===== config.mk =====
export PLATFORM = sky130hd
export DESIGN_NAME = digital_adc
export DESIGN_NICKNAME = d
export VERILOG_FILES = /design/src/rtl/digital_adc_pkg.sv /design/src/rtl/digital_adc_sync_2ff.sv /design/src/rtl/digital_adc.sv
export SDC_FILE = /design/constraint.sdc
export NUM_CORES = 1
export LEC_CHECK = 0
export BUFFER_PORTS_ARGS = -buffer_cell sky130_fd_sc_hd__buf_2
export CAP_MARGIN = 40
export CELL_PAD_IN_SITES_DETAIL_PLACEMENT = 1
export CELL_PAD_IN_SITES_GLOBAL_PLACEMENT = 2
export CORE_ASPECT_RATIO = 1.1
export CORE_UTILIZATION = 35
export DETAILED_ROUTE_END_ITERATION = 8
export PLACE_DENSITY = 0.74
export SETUP_SLACK_MARGIN = 0.4
export SLEW_MARGIN = 25
export SYNTH_ARGS = -nofsm -noshare
export SYNTH_HDL_FRONTEND = slang
export SYNTH_HIERARCHICAL = 1
export SYNTH_SLANG_ARGS = --single-unit

===== constraint.sdc =====
create_clock -name clk -period 2.1 [get_ports clk]
set_input_delay 0.105 -clock clk [delete_from_list [all_inputs] [get_ports clk]]
set_output_delay 0.105 -clock clk [all_outputs]
set_load 0.01 [all_outputs]

===== src/rtl/digital_adc_pkg.sv =====
// Shared types and constants for the single-slope ADC back-end.
package digital_adc_pkg;

    // Conversion sequencer states
    typedef enum logic [1:0] {
        StIdle,
        StRampRst,
        StConvert,
        StDone
    } state_e;

    localparam int unsigned     CNT_W    = 8;
    localparam logic [CNT_W-1:0] CNT_MAX = 8'd255;
    localparam int unsigned     SYNC_LAT = 2;

    // a - b, clamped at zero instead of wrapping
    function automatic logic [CNT_W-1:0] floor_sub(input logic [CNT_W-1:0] a,
                                                   input logic [CNT_W-1:0] b);
        logic [CNT_W:0] diff;
        diff = {1'b0, a} - {1'b0, b};
        return diff[CNT_W] ? '0 : diff[CNT_W-1:0];
    endfunction

endpackage


===== src/rtl/digital_adc_sync_2ff.sv =====
// Two-flop synchronizer for a single asynchronous bit, resets to 0.
module sync_2ff (
    input  logic clk,
    input  logic rstn,
    input  logic d,
    output logic q
);

    logic meta_q;
    logic sync_q;

    // Shift the input through two flops to resolve metastability
    always_ff @(posedge clk or negedge rstn) begin
        if (!rstn) begin
            meta_q <= 1'b0;
            sync_q <= 1'b0;
        end else begin
            meta_q <= d;
            sync_q <= meta_q;
        end
    end

    assign q = sync_q;

endmodule


===== src/rtl/digital_adc.sv =====
// Digital back-end of a single-slope 8-bit ADC: sequences ramp reset/enable,
// counts clocks until the comparator trips and publishes the count.
module digital_adc
    import digital_adc_pkg::*;
#(
    parameter int unsigned ASYNC        = 1,
    parameter int unsigned RESET_CYCLES = 4
) (
    input  logic             clk,
    input  logic             rstn,
    input  logic             comp_out,
    input  logic             restart,
    output logic             ramp_en,
    output logic             ramp_reset,
    output logic             busy,
    output logic             valid,
    output logic [CNT_W-1:0] count
);

    localparam int unsigned      SetW       = (RESET_CYCLES > 1) ? $clog2(RESET_CYCLES) : 1;
    localparam logic [SetW-1:0]  SettleLoad = SetW'(RESET_CYCLES - 1);
    // Cycles the synchronizer delays the trip; subtracted from the raw count
    localparam logic [CNT_W-1:0] LatV       = (ASYNC != 0) ? CNT_W'(SYNC_LAT) : '0;

    logic cs;

    if (ASYNC != 0) begin : g_sync
        sync_2ff u_sync (
            .clk  (clk),
            .rstn (rstn),
            .d    (comp_out),
            .q    (cs)
        );
    end else begin : g_direct
        assign cs = comp_out;
    end

    state_e           state_q, state_d;
    logic [CNT_W-1:0] cnt_q, cnt_d;
    logic [SetW-1:0]  settle_q, settle_d;
    logic             ramp_en_q, ramp_en_d;
    logic             ramp_reset_q, ramp_reset_d;
    logic             busy_q, busy_d;
    logic             valid_q, valid_d;
    logic [CNT_W-1:0] count_q, count_d;

    // Next state plus the registered output values belonging to that state
    always_comb begin
        state_d      = state_q;
        cnt_d        = cnt_q;
        settle_d     = settle_q;
        ramp_en_d    = ramp_en_q;
        ramp_reset_d = ramp_reset_q;
        busy_d       = busy_q;
        valid_d      = valid_q;
        count_d      = count_q;

        unique case (state_q)
            StIdle, StDone: begin
                // count is kept; only valid drops when a new conversion starts
                if (restart) begin
                    state_d      = StRampRst;
                    settle_d     = SettleLoad;
                    valid_d      = 1'b0;
                    busy_d       = 1'b1;
                    ramp_en_d    = 1'b0;
                    ramp_reset_d = 1'b1;
                end
            end
            StRampRst: begin
                if (settle_q == '0) begin
                    state_d      = StConvert;
                    cnt_d        = '0;
                    ramp_reset_d = 1'b0;
                    ramp_en_d    = 1'b1;
                end else begin
                    settle_d = settle_q - SetW'(1);
                end
            end
            StConvert: begin
                if (cs || (cnt_q == CNT_MAX)) begin
                    state_d      = StDone;
                    count_d      = cs ? floor_sub(cnt_q, LatV) : CNT_MAX;
                    valid_d      = 1'b1;
                    busy_d       = 1'b0;
                    ramp_en_d    = 1'b0;
                    ramp_reset_d = 1'b1;
                end else begin
                    cnt_d = cnt_q + CNT_W'(1);
                end
            end
            default: begin
                state_d = StIdle;
            end
        endcase
    end

    // State and output registers
    always_ff @(posedge clk or negedge rstn) begin
        if (!rstn) begin
            state_q      <= StIdle;
            cnt_q        <= '0;
            settle_q     <= '0;
            ramp_en_q    <= 1'b0;
            ramp_reset_q <= 1'b1;
            busy_q       <= 1'b0;
            valid_q      <= 1'b0;
            count_q      <= '0;
        end else begin
            state_q      <= state_d;
            cnt_q        <= cnt_d;
            settle_q     <= settle_d;
            ramp_en_q    <= ramp_en_d;
            ramp_reset_q <= ramp_reset_d;
            busy_q       <= busy_d;
            valid_q      <= valid_d;
            count_q      <= count_d;
        end
    end

    assign ramp_en    = ramp_en_q;
    assign ramp_reset = ramp_reset_q;
    assign busy       = busy_q;
    assign valid      = valid_q;
    assign count      = count_q;

endmodule


==> flow_summary_export.csv, run 1 <==
group,metric,value,unit
power,switching_share,38.89,%
logic_synthesis,ys_ff_latch,26,
floorplanning,core_area,0.004348,mm²
cells_and_area,register_area,659.4,µm²
route,firstDrtPassIters,4,
power,p_leak,0.8358,nW
route,vias,1280,
cts,clkSlewWorstSetupHoldPaths,0.09,ns
cells_and_area,area_delta_synth_final,19.04,%
logic_synthesis,syn_inst,161,
sta,setup_tns,0,ns
sta,worstMarginPinSlew,0.6029,ns
status,status,"complete, no violations",
route,wl_per_cell,16.33,µm
sta,finClkSkew,0.005001,ns
sta,fin_crit_sh,81.95,%
logic_synthesis,synth_area_leaders,"dfrtp_1 39%, ha_1 5.4%, o22a_1 4.9%",
logic_synthesis,synth_nets,172,
flow_run,maxCapViolCount,0,
cells_and_area,layout-drive-gt1-share,34.41,%
logic_synthesis,synth.cell_area,0.001610,mm²
floorplanning,dieArea,0.004876,mm²
floorplanning,fp.dieW,66.67,µm
critical_path,crit_path_end_kind,"register",
placed_design,place_ws,0.2395,ns
sta,layout_setup_ws,0.3790,ns
power,p_comb_share,53.1,%
worst_hold_path,min_path_type,"input port to register",
cells_and_area,fillCellCount,517,
sta,fmax,0.5810,GHz
route,detail-route-antenna-nets,0,
sta,rsz0062_at_grt,"yes",
critical_path,crit_family,"simple AND/OR/NAND/NOR gates",
global_route,grt_pass1_vias,1370,
global_route,gr-total-overflow,0,
placed_design,place_hpwl,2776,µm
global_route,antenna_found_initial,0,
route,drt_wl_total,3918,µm
cts,cts_buffer_depth,2,
floorplanning,pin_count,16,
logic_synthesis,syn_avg_cell_area,10.00,µm²
logic_synthesis,ys_async_sr_fraction,100.0,%
critical_path,slowest_stage,"or4_4",
floorplanning,core.rowCount,25,
power,switching_power,0.0009438,W
sta,min_period,1.721,ns
critical_path,crit_chain,"or4_4 > nor2_4 > mux2_4 > o22a_1",
logic_synthesis,yosysTopAreaCellShare,38.85,%
logic_synthesis,synth_area_leader_cell,"dfrtp_1",
cells_and_area,final_nets,198,
critical_path,start_kind,"register",
critical_path,cp.required,2.27,ns
power,p_per_area,1266,mW/mm²
cells_and_area,fin_area,0.001917,mm²
sta,final_hold_viol_count,0,
logic_synthesis,seq_area_frac_synth,40.48,%
power,worst_ir_drop_vdd,0.0007172,V
logic_synthesis,synth_most_common_cell,"dfrtp_1",
route,drt-initial-drc-count,54,
floorplanning,die_height,73.14,µm
logic_synthesis,synthDistinctLibCells,45,
logic_synthesis,synthTopCellsByCount,"25 x dfrtp_1, 16 x nand2_1, 16 x nor2_1, 10 x inv_1, 9 x o22a_1",
sta,slew_violations,0,
power,pwr-share-seq,33.2,%
global_route,track_usage,17.98,%
cells_and_area,antennaDiodeCount,0,
floorplanning,initial_core_util,37.04,%
global_route,grt_pass1_wl,6527,µm
sta,finalSetupViolations,0,
critical_path,crit_type,"register to register",
critical_path,crit_buf_inv,0,
critical_path,worst_ep_arrival_time,1.89,ns
cts,cts.sinks,26,
cells_and_area,final_core_util,44.09,%
placed_design,port-buffer-count,15,
sta,relSlewSlack,59.81,%
cells_and_area,multi_input_area,882.1,µm²
logic_synthesis,synth_edf_count,0,
critical_path,worstPathMaxFanout,4,
power,clkPwrFrac,13.7,%
power,p_int,0.001483,W
placed_design,gp_congestion,0.7635,
global_route,grt_max_degree,27,
sta,hold_ws,0.1921,ns
cts,htree_levels,1,
cts,worstSkewPairLatency,0.27,ns
route,drc_errors,0,
logic_synthesis,synth_warnings,6,
cts,cts-buffers-inserted,3,
route,via_per_inst,5.333,
cts,cts-root-buf,"clkbuf_8",
critical_path,crit_path_max_incr_delay,0.59,ns
cts,cts_tree,"built",
placed_design,post_dp_cell_area,0.001723,mm²
logic_synthesis,yosys_most_used_dff,"dfrtp_1",
## registers in the layout, summed over array words and instances (netlist names)
signal,cells
state_q,2
settle_q,2
count,8
ramp_reset,1
valid,1
cnt_q,8
g_sync.u_sync/meta_q,1
busy,1
ramp_en,1
g_sync.u_sync/q,1
## layout by cell type (no fill, tap or decap), types with 3 or more instances in the layout
cell type / count
a21oi_1: 3
a31o_2: 3
buf_2: 15
buf_4: 16
clkbuf_8: 4
dfrtp_1: 19
dfrtp_2: 6
ha_1: 3
inv_1: 10
mux2i_1: 7
nand2_1: 16
nand2b_1: 4
nand3_1: 3
nor2_1: 15
nor3_1: 3
o21ai_0: 5
o22a_1: 9
## final timing paths
check | start | end | slack [ns] | cells after the start
min | restart | busy$_DFFE_PN0P_ | 0.19 | 3
max in group asynchronous | rstn | cnt_q[0]$_DFFE_PN0P_ | 1.30 | 2
max reg2reg | cnt_q[4]$_DFFE_PN0P_ | count[7]$_DFFE_PN0P_ | 0.38 | 4
min in group asynchronous | rstn | count[6]$_DFFE_PN0P_ | 0.36 | 2
max | cnt_q[4]$_DFFE_PN0P_ | count[7]$_DFFE_PN0P_ | 0.38 | 4
min reg2reg | g_sync.u_sync/meta_q$_DFF_PN0_ | g_sync.u_sync/q$_DFF_PN0_ | 0.38 | 0
## power groups by stage
stage | logic (W) | registers (W) | clock network [W]
3_5_place_dp | 0.00115 | 0.000839 | 0
3_3_place_gp | 0.00111 | 0.000824 | 0
2_1_floorplan | 0.000831 | 0.000852 | 0
5_1_grt | 0.00143 | 0.000830 | 0.000363
4_1_cts | 0.00124 | 0.000807 | 0.000345
6_report | 0.00129 | 0.000805 | 0.000333
## final cells by class
type | count | area share, %
tap | 54 | 3.525
clock buffer | 4 | 2.872
timing repair buffer | 33 | 11.23
multi-input combinational | 113 | 46.02
inverter | 10 | 1.958
sequential | 26 | 34.40
## layer usage
metal	GRT usage, %	part of all wire [%]
met4	7.565	1.3
met5	0	0
met1	20.14	42
met2	33.67	55
met3	2.031	1.8
## timing repair
action | CTS | global route
hold buffers | 2 | 0
endpoints found under the setup margin | 17 | 12
resized for setup | 10 | 6
pin swaps | 2 | 3
hold endpoints to repair | 26 | 0
gates cloned | 0 | 0
setup buffers | 8 | 1
## tightest hold or removal path: cells and delay by family
family / cells / cell delay (ns)
AO/OA/AOI/OAI: 2 / 0.20
buffers and inverters: 1 / 0.11
## cells by family after synthesis
logic type | synth area share (%)
mux | 6.682
flops | 40.48
simple gates | 18.96
compound gates | 19.11
xor+xnor | 1.088
buf+inv | 8.236
fa+ha+maj | 5.439
## metrics by stage
stage	power [W]	std cells
3_3_place_gp	0.001933	225
3_5_place_dp	0.001987	225
4_1_cts	0.002388	239
2_1_floorplan	0.001683	161
5_1_grt	0.002622	240
6_report	0.002427	240
Note: power is estimated with default switching activity, not from simulation.
==> run 2: changes to the inputs <==
- CORE_UTILIZATION: 35 -> 34
- PLACE_DENSITY: 0.74 -> 0.75
- clock period: 2.1 -> 1.4 ns (I/O delays scaled with it)
==> flow_summary_export.csv, run 2 (synthesized netlist as in run 1, its figures left out) <==
group,metric,value,unit
cells_and_area,mostFrequentLayoutCells,"37 x buf_4, 22 x dfrtp_1, 14 x nand2_1, 14 x buf_2, 10 x nor2_1",
route,drt-initial-drc-count,36,
critical_path,ff2ff_path_depth,4,
sta,rsz0062_at_grt,"yes",
cells_and_area,layout-drive-gt1-share,47.87,%
critical_path,crit_path_max_incr_delay,0.54,ns
sta,final_hold_viol_count,0,
critical_path,crit_family,"simple AND/OR/NAND/NOR gates",
floorplanning,core_area,0.004410,mm²
cells_and_area,final_cells,265,
cts,cts-buffers-inserted,3,
route,wl_per_cell,17.42,µm
cts,cts-root-buf,"clkbuf_8",
placed_design,gp_congestion,0.7977,
critical_path,reg2reg_from,"cnt_q[3]$_DFFE_PN0P_",
cts,cts_buffer_depth,2,
critical_path,slowest_stage,"or4_4",
critical_path,crit_path_end_kind,"register",
route,drt_wl_total,4615,µm
global_route,grt_pass1_vias,1641,
critical_path,cp.required,1.57,ns
cts,worstSkewPairLatency,0.28,ns
power,power.total,0.004651,W
floorplanning,pin_count,16,
critical_path,crit_chain,"or4_4 > nor2_4 > mux2_4 > o22a_1",
sta,setup_tns,-4.237,ns
cells_and_area,area_delta_synth_final,40.56,%
sta,layout_setup_ws,-0.3088,ns
sta,hold_ws,0.1544,ns
cts,htree_levels,1,
worst_hold_path,hold_start,"restart",
flow_run,maxCapViolCount,0,
cts,clkSlewWorstSetupHoldPaths,0.10,ns
power,worst_ir_drop_vdd,0.0009999,V
critical_path,worstReg2RegEnd,"count[7]$_DFFE_PN0P_",
sta,finClkSkew,0.006891,ns
critical_path,worstPathMaxFanout,5,
cts,cts_tree,"built",
cells_and_area,multi_input_area,989.7,µm²
cells_and_area,antennaDiodeCount,0,
cells_and_area,register_area,655.6,µm²
route,vias,1428,
critical_path,crit_type,"register to register",
worst_hold_path,holdPathStages,3,
status,violations,"negative setup slack",
floorplanning,fp.dieW,67.62,µm
sta,fmax,0.5852,GHz
sta,finalSetupViolations,22,
placed_design,port-buffer-count,15,
status,status,"finished, violations left",
critical_path,worst_ep_arrival_time,1.88,ns
global_route,grt_max_degree,27,
sta,worstMarginPinSlew,0.6386,ns
floorplanning,initial_core_util,36.51,%
worst_hold_path,hold_end,"busy$_DFFE_PN0P_",
route,detail-route-antenna-nets,0,
floorplanning,dieArea,0.005016,mm²
route,drc_errors,0,
critical_path,reg2reg_slack,-0.31,ns
cells_and_area,fillCellCount,522,
cells_and_area,final_common_cell,"buf_4",
sta,slew_violations,0,
critical_path,crit_buf_inv,0,
route,via_per_inst,5.389,
power,p_leak,1.026,nW
global_route,track_usage,20.99,%
floorplanning,core.rowCount,25,
critical_path,start_kind,"register",
placed_design,place_hpwl,3320,µm
cells_and_area,final_nets,223,
power,p_per_area,2055,mW/mm²
global_route,antenna_found_initial,0,
cts,cts.sinks,26,
placed_design,placed_cells,256,
floorplanning,die_height,74.18,µm
sta,min_period,1.709,ns
sta,relSlewSlack,57.43,%
route,firstDrtPassIters,4,
worst_hold_path,min_path_type,"input port to register",
global_route,gr-total-overflow,0,
global_route,grt_pass1_wl,7783,µm
sta,fin_crit_sh,122.1,%
run 2: cell types whose count changed in the layout (fill, tap and decap cells not counted), sizes merged:
cell and change:
bufinv +1, clkbuf -1, buf +25
run 2: worst max-delay path by stage:
| stage | startpoint | end | slack, ns | cells after the start |
|---|---|---|---|---|
| floorplan | cnt_q[5]$_DFFE_PN0P_ | count[7]$_DFFE_PN0P_ | -0.32 | 5 |
| global placement | cnt_q[4]$_DFFE_PN0P_ | count[7]$_DFFE_PN0P_ | -0.25 | 4 |
| detailed placement | cnt_q[4]$_DFFE_PN0P_ | count[7]$_DFFE_PN0P_ | -0.32 | 4 |
| CTS | cnt_q[4]$_DFFE_PN0P_ | count[7]$_DFFE_PN0P_ | -0.32 | 4 |
| global route | cnt_q[4]$_DFFE_PN0P_ | count[7]$_DFFE_PN0P_ | -0.33 | 4 |
| finish | cnt_q[3]$_DFFE_PN0P_ | count[7]$_DFFE_PN0P_ | -0.31 | 4 |
run 2: repair_timing:
item | CTS | global route
hold endpoints to repair | 26 | 0
resized for setup | 17 | 6
setup buffers | 2 | 1
hold buffers | 2 | 0
endpoints found under the setup margin | 25 | 25
pin swaps | 11 | 1
run 2: worst reg2reg max path: stages, from the launching register on:
cell and delay, ns:
dfrtp_2 0.45, or4_4 0.54, nor2_4 0.11, mux2_4 0.30, o22a_1 0.20
run 2: final cells by class:
| type | count | area share [%] |
|---|---|---|
| multi-input cells | 113 | 43.73 |
| flip-flops and latches | 26 | 28.97 |
| repair buffers | 58 | 19.51 |
| well taps | 54 | 2.985 |
| clock buffers | 3 | 1.824 |
| inverters | 10 | 1.658 |
| clock inverters | 1 | 1.327 |
run 2: where the power goes:
part / switching, W / internal [W]
clock: 0.000268 / 0.000384
combinational: 0.00128 / 0.00150
sequential: 0.000194 / 0.00102
run 2: per-stage QoR:
| step | instance area, µm² | setup WS (ns) | utilization [%] |
|---|---|---|---|
| after floorplan | 1722 | -0.3198 | - |
| after global placement | 2059 | -0.2475 | 46.70 |
| after detailed placement | 2059 | -0.3246 | 46.70 |
| after CTS | 2236 | -0.3204 | 50.70 |
| after global routing | 2263 | -0.3292 | 51.32 |
| final | 2263 | -0.3088 | 51.32 |
run 2: routing by layer:
layer	vias to the layer above	global-route usage [%]	share of wire [%]
met5	-	0	0
met1	734	23.62	42
met3	7	2.301	1.2
met4	0	7.329	1.5
met2	14	39.93	55
li1	673	-	-
==> run 3: changes to the inputs <==
--- a/config.mk
+++ b/config.mk
@@ -12,5 +12,6 @@
 export CORE_ASPECT_RATIO = 1.1
-export CORE_UTILIZATION = 34
+export CORE_UTILIZATION = 35
+export CTS_BUF_LIST = sky130_fd_sc_hd__clkbuf_2 sky130_fd_sc_hd__clkbuf_4 sky130_fd_sc_hd__clkbuf_8
 export DETAILED_ROUTE_END_ITERATION = 8
-export PLACE_DENSITY = 0.75
+export PLACE_DENSITY = 0.77
 export SETUP_SLACK_MARGIN = 0.4
--- a/constraint.sdc
+++ b/constraint.sdc
@@ -3,2 +3,2 @@
 set_output_delay 0.07 -clock clk [all_outputs]
-set_load 0.01 [all_outputs]
+set_load 0.05 [all_outputs]
==> flow_summary_export.csv, run 3 (synthesized netlist as in run 1, its figures left out) <==
group,metric,value,unit
status,violations,"negative setup slack",
critical_path,crit_buf_inv,0,
floorplanning,dieArea,0.004876,mm²
global_route,grt_pass1_wl,7507,µm
floorplanning,die_height,73.14,µm
cells_and_area,fin_area,0.002361,mm²
critical_path,start_kind,"register",
sta,rsz0062_at_grt,"yes",
sta,finalSetupViolations,22,
global_route,gr-total-overflow,0,
status,status,"finished, violations left",
sta,fin_crit_sh,120.6,%
cts,cts-buffers-inserted,3,
cts,cts_buffer_depth,2,
critical_path,ff2ff_path_depth,4,
cts,htree_levels,1,
critical_path,crit_path_end_kind,"register",
sta,final_hold_viol_count,0,
cells_and_area,final_cells,270,
critical_path,crit_type,"register to register",
route,firstDrtPassIters,4,
sta,min_period,1.688,ns
cts,cts_tree,"built",
cts,cts.sinks,26,
route,wl_per_cell,16.90,µm
floorplanning,core.rowCount,25,
floorplanning,pin_count,16,
placed_design,port-buffer-count,15,
route,drc_errors,0,
sta,worstMarginPinSlew,0.6228,ns
route,vias,1440,
cells_and_area,antennaDiodeCount,0,
global_route,grt_max_degree,27,
placed_design,place_hpwl,3317,µm
route,via_per_inst,5.333,
flow_run,maxCapViolCount,0,
power,worst_ir_drop_vdd,0.001117,V
critical_path,crit_path_max_incr_delay,0.59,ns
floorplanning,fp.dieW,66.67,µm
global_route,grt_pass1_vias,1629,
cts,clkSlewWorstSetupHoldPaths,0.10,ns
cells_and_area,layout-drive-gt1-share,50.00,%
placed_design,post_dp_cell_area,0.002032,mm²
route,drt_wl_total,4563,µm
cts,cts-root-buf,"clkbuf_8",
floorplanning,core_area,0.004348,mm²
cells_and_area,area_delta_synth_final,46.62,%
critical_path,crit_chain,"or4_4 > nor2_4 > mux2_4 > o22a_1",
sta,fmax,0.5925,GHz
cells_and_area,final_core_util,54.30,%
critical_path,cp.required,1.57,ns
critical_path,worstPathMaxFanout,3,
sta,relSlewSlack,58.48,%
global_route,antenna_found_initial,0,
cts,worstSkewPairLatency,0.28,ns
cells_and_area,fillCellCount,490,
route,drt-initial-drc-count,31,
critical_path,slowest_stage,"or4_4",
power,p_per_area,2208,mW/mm²
cells_and_area,mostFrequentLayoutCells,"35 x buf_4, 24 x dfrtp_1, 14 x nand2_1, 14 x buf_6, 9 x o22a_1",
sta,finClkSkew,0.008164,ns
power,p_leak,1.063,nW
placed_design,gp_congestion,0.7818,
global_route,track_usage,20.63,%
placed_design,placed_cells,254,
cells_and_area,multi_input_area,0.001011,mm²
critical_path,worst_ep_arrival_time,1.86,ns
cells_and_area,final_nets,228,
cells_and_area,final_common_cell,"buf_4",
sta,layout_setup_ws,-0.2877,ns
cells_and_area,register_area,653.1,µm²
route,detail-route-antenna-nets,0,
floorplanning,initial_core_util,37.04,%
critical_path,crit_cells,4,
worst_hold_path,holdPathStages,3,
sta,slew_violations,0,
critical_path,crit_family,"simple AND/OR/NAND/NOR gates",
worst_hold_path,min_path_type,"input port to register",
[run 3: area by class of cell]
class | count | area share, %
Multi-Input combinational cell | 113 | 42.82
Sequential cell | 26 | 27.66
Timing Repair Buffer | 63 | 23.00
Tap cell | 54 | 2.862
Clock buffer | 4 | 2.067
Inverter | 10 | 1.590
[run 3: worst paths after layout]
check	from	endpoint	slack, ns
max	cnt_q[3]$_DFFE_PN0P_	count[7]$_DFFE_PN0P_	-0.29
min reg2reg	g_sync.u_sync/meta_q$_DFF_PN0_	g_sync.u_sync/q$_DFF_PN0_	0.36
max reg2reg	cnt_q[3]$_DFFE_PN0P_	count[7]$_DFFE_PN0P_	-0.29
min in group asynchronous	rstn	settle_q[1]$_DFFE_PN0P_	0.33
max in group asynchronous	rstn	cnt_q[1]$_DFFE_PN0P_	0.64
min	restart	busy$_DFFE_PN0P_	0.14
[run 3: through the flow]
stage / total power (W) / setup slack, ns / TNS, ns / hold WS, ns
floorplan: 0.003256 / -0.3206 / -2.272 / -0.2256
global placement: 0.003994 / -0.2363 / -3.173 / 0.1107
detailed placement: 0.004151 / -0.2757 / -4.260 / 0.1217
CTS: 0.005071 / -0.2831 / -4.233 / 0.1441
global route: 0.005544 / -0.3249 / -5.054 / 0.1707
finish: 0.005212 / -0.2877 / -3.853 / 0.1431
[run 3: power by group]
part	internal, W	leakage [nW]	switching [W]
logic	0.00166	0.721	0.00185
registers	0.00102	0.316	0.000194
clock network	0.000224	0.0262	0.000260
[run 3: layer usage]
| metal | routed length (µm) | vias up | GRT usage (%) |
|---|---|---|---|
| li1 | - | 685 | - |
| met3 | 69 | 7 | 2.188 |
| met1 | 1741 | 730 | 20.56 |
| met2 | 2674 | 18 | 42.09 |
| met4 | 78 | 0 | 7.801 |
| met5 | 0 | - | 0 |
[run 3: worst min-delay path, delay by kind of cell]
family | cells | cell delay, ns
buf+inv | 1 | 0.13
compound gates | 2 | 0.19
[run 3: timing repair]
| item | 4_1_cts | 5_1_grt |
|---|---|---|
| pin swaps | 12 | 13 |
| hold endpoints to repair | 26 | 0 |
| resized for setup | 33 | 22 |
| hold buffers | 2 | 0 |
| setup buffers | 7 | 3 |
| endpoints found under the setup margin | 28 | 34 |
